[config.mk]
export PLATFORM = sky130hd
export DESIGN_NAME = pipe_stage_buf
export DESIGN_NICKNAME = d
export VERILOG_FILES = /design/src/rtl/pipe_stage_buf.sv
export SDC_FILE = /design/constraint.sdc
export NUM_CORES = 1
export LEC_CHECK = 0
export CORE_ASPECT_RATIO = 0.8
export CORE_MARGIN = 5
export CORE_UTILIZATION = 41
export CTS_BUF_LIST = sky130_fd_sc_hd__clkbuf_8 sky130_fd_sc_hd__clkbuf_16
export CTS_CLUSTER_DIAMETER = 150
export DETAILED_ROUTE_END_ITERATION = 10
export PLACE_DENSITY = 0.79
export SYNTH_ARGS = -nofsm -noshare
export SYNTH_HDL_FRONTEND = slang
export SYNTH_SLANG_ARGS = --single-unit
[constraint.sdc]
create_clock -name clk -period 3 [get_ports clk]
set_clock_uncertainty 0.2 [all_clocks]
set_input_delay 0.45 -clock clk [delete_from_list [all_inputs] [get_ports clk]]
set_output_delay 0.45 -clock clk [all_outputs]
set_load 0.05 [all_outputs]
[src/rtl/pipe_stage_buf.sv]
// -----------------------------------------------------------------------------
// pipe_stage_buf
//
// Purpose: one pipeline stage register with a valid/ready handshake and a
// two-entry skid buffer (main + skid). It carries an opaque DATA_W-bit payload
// and a TNEW_W-bit Tnew field. Tnew is optionally decremented, saturating at 0,
// when an entry is captured. flush turns the stage into a bubble. in_ready
// comes only from registered state, so there is no combinational path from
// out_ready to in_ready.
//
// Optional feature macro: PIPE_STAGE_BUF_STATS_EN
//   defined     -> stall_cnt / bubble_cnt are live cycle counters
//   not defined -> both counters are tied to 0
//
// Ports:
//   clk        in   rising-edge clock
//   reset      in   synchronous, active-low reset
//   flush      in   discard all held entries
//   in_valid   in   producer offers an entry
//   in_ready   out  stage can accept an entry (registered)
//   in_data    in   DATA_W payload
//   in_tnew    in   TNEW_W Tnew of offered entry
//   out_valid  out  head entry valid
//   out_ready  in   consumer takes head entry
//   out_data   out  head payload (0 when empty)
//   out_tnew   out  head Tnew (0 when empty)
//   occupancy  out  held entries: 0, 1 or 2
//   stall_cnt  out  cycles with out_valid=1 and out_ready=0
//   bubble_cnt out  cycles with out_valid=0
// -----------------------------------------------------------------------------
module pipe_stage_buf #(
  parameter int DATA_W   = 32,
  parameter int TNEW_W   = 3,
  parameter int TNEW_DEC = 1
) (
  input  logic              clk,
  input  logic              reset,
  input  logic              flush,
  input  logic              in_valid,
  output logic              in_ready,
  input  logic [DATA_W-1:0] in_data,
  input  logic [TNEW_W-1:0] in_tnew,
  output logic              out_valid,
  input  logic              out_ready,
  output logic [DATA_W-1:0] out_data,
  output logic [TNEW_W-1:0] out_tnew,
  output logic [1:0]        occupancy,
  output logic [31:0]       stall_cnt,
  output logic [31:0]       bubble_cnt
);

  // The state encoding equals the number of held entries, so occupancy is the state itself.
  typedef enum logic [1:0] {
    ST_EMPTY = 2'd0,
    ST_ONE   = 2'd1,
    ST_TWO   = 2'd2
  } state_e;

  state_e              state_q, state_d;
  logic [DATA_W-1:0]   main_data_q, main_data_d;
  logic [TNEW_W-1:0]   main_tnew_q, main_tnew_d;
  logic [DATA_W-1:0]   skid_data_q, skid_data_d;
  logic [TNEW_W-1:0]   skid_tnew_q, skid_tnew_d;

  logic                main_valid_s;
  logic                ready_s;
  logic                push_s;
  logic                pop_s;
  logic [TNEW_W-1:0]   cap_tnew_s;

  // Tnew as stored at capture: either a saturating decrement or a plain copy.
  function automatic logic [TNEW_W-1:0] capture_tnew(input logic [TNEW_W-1:0] t);
    logic [TNEW_W-1:0] r;
    if (TNEW_DEC != 0) begin
      if (t == {TNEW_W{1'b0}}) begin
        r = {TNEW_W{1'b0}};
      end else begin
        r = t - TNEW_W'(1);
      end
    end else begin
      r = t;
    end
    return r;
  endfunction

  assign main_valid_s = (state_q != ST_EMPTY);
  assign ready_s      = (state_q != ST_TWO);
  assign push_s       = in_valid & ready_s;
  assign pop_s        = main_valid_s & out_ready;
  assign cap_tnew_s   = capture_tnew(in_tnew);

  assign in_ready  = ready_s;
  assign out_valid = main_valid_s;
  assign out_data  = main_data_q;
  assign out_tnew  = main_tnew_q;
  assign occupancy = state_q;

  // Next-state and next-entry logic; flush overrides every transition.
  always_comb begin
    state_d     = state_q;
    main_data_d = main_data_q;
    main_tnew_d = main_tnew_q;
    skid_data_d = skid_data_q;
    skid_tnew_d = skid_tnew_q;
    if (flush) begin
      state_d     = ST_EMPTY;
      main_data_d = {DATA_W{1'b0}};
      main_tnew_d = {TNEW_W{1'b0}};
      skid_data_d = {DATA_W{1'b0}};
      skid_tnew_d = {TNEW_W{1'b0}};
    end else begin
      case (state_q)
        ST_EMPTY: begin
          if (push_s) begin
            state_d     = ST_ONE;
            main_data_d = in_data;
            main_tnew_d = cap_tnew_s;
          end else begin
            state_d = ST_EMPTY;
          end
        end
        ST_ONE: begin
          if (push_s && !pop_s) begin
            state_d     = ST_TWO;
            skid_data_d = in_data;
            skid_tnew_d = cap_tnew_s;
          end else if (pop_s && !push_s) begin
            state_d     = ST_EMPTY;
            main_data_d = {DATA_W{1'b0}};
            main_tnew_d = {TNEW_W{1'b0}};
          end else if (push_s && pop_s) begin
            main_data_d = in_data;
            main_tnew_d = cap_tnew_s;
          end else begin
            state_d = ST_ONE;
          end
        end
        ST_TWO: begin
          // Skid moves to main unchanged; its Tnew was already adjusted at capture.
          if (pop_s) begin
            state_d     = ST_ONE;
            main_data_d = skid_data_q;
            main_tnew_d = skid_tnew_q;
            skid_data_d = {DATA_W{1'b0}};
            skid_tnew_d = {TNEW_W{1'b0}};
          end else begin
            state_d = ST_TWO;
          end
        end
        default: begin
          state_d     = ST_EMPTY;
          main_data_d = {DATA_W{1'b0}};
          main_tnew_d = {TNEW_W{1'b0}};
          skid_data_d = {DATA_W{1'b0}};
          skid_tnew_d = {TNEW_W{1'b0}};
        end
      endcase
    end
  end

  // State and entry registers with synchronous active-low reset.
  always_ff @(posedge clk) begin
    if (!reset) begin
      state_q     <= ST_EMPTY;
      main_data_q <= {DATA_W{1'b0}};
      main_tnew_q <= {TNEW_W{1'b0}};
      skid_data_q <= {DATA_W{1'b0}};
      skid_tnew_q <= {TNEW_W{1'b0}};
    end else begin
      state_q     <= state_d;
      main_data_q <= main_data_d;
      main_tnew_q <= main_tnew_d;
      skid_data_q <= skid_data_d;
      skid_tnew_q <= skid_tnew_d;
    end
  end

`ifdef PIPE_STAGE_BUF_STATS_EN
  logic [31:0] stall_cnt_q;
  logic [31:0] bubble_cnt_q;

  // Stall/bubble counters; only reset clears them, flush does not.
  always_ff @(posedge clk) begin
    if (!reset) begin
      stall_cnt_q  <= 32'd0;
      bubble_cnt_q <= 32'd0;
    end else begin
      if (main_valid_s && !out_ready) begin
        stall_cnt_q <= stall_cnt_q + 32'd1;
      end else begin
        stall_cnt_q <= stall_cnt_q;
      end
      if (!main_valid_s) begin
        bubble_cnt_q <= bubble_cnt_q + 32'd1;
      end else begin
        bubble_cnt_q <= bubble_cnt_q;
      end
    end
  end

  assign stall_cnt  = stall_cnt_q;
  assign bubble_cnt = bubble_cnt_q;
`else
  assign stall_cnt  = 32'd0;
  assign bubble_cnt = 32'd0;
`endif

endmodule
# After elaboration in Yosys (flattened, before gate mapping)
# Index checks and enable logic that the tools add are counted.
# totals
out_inout_bits	103
reg_bits	72
elab_cells	55
# classes
reduce_logical	11
bitwise_logic	4
mux	25
addsub	1
eq_ne	9
# ops
op	n
$mux 32	7
$pmux 32 s3	2
$mux 3	8
$pmux 3 s3	2
$ne 2x2->1 const B	5
$mux 2	4
$pmux 2 s3	1
$ne 4x4->1 const B	1
$reduce_and 4->1	1
$logic_and 1x1->1	3
$logic_not 3->1	1
$ne 3x3->1 const B	1
$reduce_and 3->1	1
$sub 3x1->3 const B	1
$and 1x1->1	2
$eq 2x1->1 const B	1
$eq 2x2->1 const B	1
$logic_not 1->1	2
$logic_not 2->1	1
$not 1->1	2
$reduce_bool 2->1	1
$reduce_or 2->1	1
$mux 1	1

# Longest topological paths before layout
# Gate-level depths: netlist of run 1.
# depth
word_depth	7
depth_mapped	7
depth_no_buf	4

# Worst setup path after synthesis of run 1
# OpenSTA, ideal clock, no wires.
# synth_path
kind	reg2reg
from	register state_q[0], in the netlist occupancy[0]
to	register main_data_q[13], in the netlist out_data[13]
setup_time_ns	0.128
period_less_slack_ns	2.078
stages_incl_launch_ff	8
n_path_buf	3
path_slack_ns	0.922
arrival_time_ns	1.750
path_cell_list	dfxtp_1 buf_4 mux2i_1 o21a_1 buf_6 buf_6 a222oi_1 nor2_1
# synth_via
elab_chain_len	7
elab_cells_between_ends	20
cone_classes	eq/ne: 7; mux: 3; bitwise: 2; reduce/logical: 8
# synth_lines
element	line	rtl
start, declared	59	state_e state_q, state_d;
start signal, assigned	170	state_q <= state_d;
$ne 2x2->1	87	assign ready_s = (state_q != ST_TWO);
$and 1x1->1	88	assign push_s = in_valid & ready_s;
$logic_not 1->1	127	end else if (pop_s && !push_s) begin
$logic_and 1x1->1	127	
$mux 32	127	
$mux 32	123	if (push_s && !pop_s) begin
$pmux 32 s3	112	case (state_q)
end signal, assigned	165	main_data_q <= {DATA_W{1'b0}};
end signal, assigned	171	main_data_q <= main_data_d;
end, declared	60	logic [DATA_W-1:0] main_data_q, main_data_d;
# Several ways; a longest one is shown, not always the timed one. The select of a mux whose other input is x is not followed.
# A chain may end at the register's enable or synchronous reset.

# Worst setup path in the final report of run 1
# layout_path
from	register state_q[0], in the netlist occupancy[0]
to	output port in_ready
# layout_via
elab_chain_len	1
# layout_lines
element	line	rtl
$ne 2x2->1	87	
end, declared	40	output logic in_ready,
# No other way between the ends.

==> reports/metrics.cfg, run 1 <==
[placement]
pre_cts_slack_ns=0.202
gp_congestion=0.756
io_buffers=78
hpwl_um=5660

[clock_network]
cts_buffer_depth=2
ctsHtreeMaxLevel=3
hold_buffers=0
clock_latency_ns=0.34
cts.sinks=72
cts_tree=built
clockRootBuffer=clkbuf_8
cts_resized=0
path_clk_slew_ns=0.07
cts_setup_buffers=0
cts_buffers=9

[worst_setup_path]
critical_path_class=flip-flop to output port
worst_ep_arrival_time_ns=2.10
startpoint_type=flip-flop
required_ns=2.35
crit_path_end_kind=output port
crit_fanout=13

[layout]
layout_commonest_cell=clkdlybuf4s50_1
fin_nets=485
drive_above_1_share=0.0580
layout_common_cells=clkdlybuf4s50_1 (78), dfxtp_1 (72), nor2_1 (68)
multi_input_area_um2=1640
seqCellArea_um2=1440
fillCellCount=764
area_delta_synth_final_pct=23.0
num_antenna_cells=0

[yosys]
ys_seq_elements=72
synth_cells=378
synth_warnings=0
seq_area_frac_synth=0.414
synth_cell_types=28
synth_area_um2=3480
avgSynthCellArea_um2=9.21

[routing]
wl_per_cell_um=14.5
drc_errors=0
drt-pass1-iter-count=7
drt_iter0_drc=207
vias=2753
vias_per_cell=4.92
antenna_left=0
routed_wl_um=8090

[sta]
min_period_over_period=0.917
slew_headroom=0.475
rsz0062_at_grt=false
period_minus_slack_ns=2.75
tightestPinTransition_ns=0.784
tns_ns=0
slew_viol_final=0
setup_viol=0
fmax_ghz=0.364
hold_ws_ns=0.266
fin_ws_ns=0.250
hold_viol_final=0

[status]
status=finished, final reports clean

[global_route]
overflow=0
antenna_found_initial=0
grt_use_total=0.151
grt_pass1_wl_um=12700
grt_pass1_vias=2597
grt_max_degree=39

[floorplan]
ioPinCount=143
core-area_um2=8370
die_y_um=92.4
initial_core_util=0.416
die_area_um2=10400
num_rows=30
die_x_um=113

[hold_path]
hold_class=flip-flop to flip-flop

[power]
p_per_area_nw_per_um2=507
vdd.ir_drop.worst_v=0.000252
p_leak_uw=0.00161

[flow_run]
max-cap-violations=0

==> cells in the mapped netlist <==
library cell / instances / area, um2
nand2b_1: 5 / 31.3
nand3_1: 4 / 20.0
nor3b_1: 1 / 7.51
dfxtp_1: 72 / 1440
inv_1: 1 / 3.75
conb_1: 1 / 3.75
a2111oi_0: 1 / 8.76
o32a_1: 1 / 10.0
buf_4: 67 / 503
nand3b_1: 1 / 7.51
nor2_1: 68 / 255
o21ai_0: 3 / 15.0
a211oi_1: 2 / 15.0
clkbuf_1: 16 / 60.1
a21oi_1: 8 / 40.0
mux2i_1: 34 / 340
or2_2: 1 / 6.26
buf_6: 4 / 45.0
o22a_1: 2 / 17.5
nor3_1: 1 / 5.00
and2_1: 33 / 206
o21ai_1: 3 / 15.0
o2111ai_1: 1 / 8.76
and2b_1: 1 / 7.51
o21a_1: 1 / 7.51
a222oi_1: 32 / 320
nor2b_1: 8 / 50.1
buf_2: 6 / 30.0
==> registers in the layout (all words and copies together), names as in the netlist <==
signal and count:
occupancy 2, skid_data_q 32, out_tnew 3, skid_tnew_q 3
out_data 32
==> worst paths after layout <==
| path | end | cells past startpoint | start | slack, ns |
|---|---|---|---|---|
| setup / recovery | in_ready | 3 | occupancy[0] | 0.25 |
| hold / removal | out_tnew[1] | 2 | out_tnew[1] | 0.27 |
| setup reg to reg | out_data[15] | 5 | occupancy[1] | 0.76 |
| hold reg to reg | out_tnew[1] | 2 | out_tnew[1] | 0.27 |
==> metrics by stage <==
stage	util	total power, uW	cell area (um2)	std cells
floorplan	-	1430	3720	441
global placement	0.491	1480	4110	546
detailed placement	0.491	1490	4110	546
CTS	0.512	2200	4280	560
global route	0.512	2270	4280	560
finish	0.512	2170	4280	560
==> routing by layer <==
| layer | vias to the layer above | track usage | wire length, um |
|---|---|---|---|
| met5 | - | 0 | 0 |
| met4 | 0 | 0.0591 | 182 |
| met3 | 17 | 0.0562 | 823 |
| met2 | 138 | 0.224 | 3640 |
| met1 | 1276 | 0.198 | 3450 |
| li1 | 1322 | - | - |
==> critical path, cell delays in order (launching register included) <==
cell and delay [ns]:
dfxtp_1 0.60, and2b_1 0.29, inv_1 0.08, clkdlybuf4s50_1 0.80
==> layout make-up <==
class                   instances  share of cell area
well taps                     112              0.0327
inverters                       1            0.000876
multi-input cells             275               0.384
clock buffers                   9              0.0289
repair buffers                 86               0.205
clock inverters                 5              0.0120
flip-flops and latches         72               0.337
==> report_power, final <==
group,internal (uW),switching (uW),total [uW]
sequential,973,13.0,986
combinational,139,342,481
clock,369,336,705
==> cells by family after synthesis <==
logic type / synth area share
simple gates: 0.171
flops: 0.414
buf+inv: 0.184
other cells: 0.00108
compound gates: 0.132
mux: 0.0977
No activity file was read; power rests on OpenSTA's default activity.
==> inputs of run 2 (changes only) <==
Settings changed: SKIP_LAST_GASP set to 1.
==> results of run 2 <==
Final layout, timing and power as in run 1 (identical DEF).
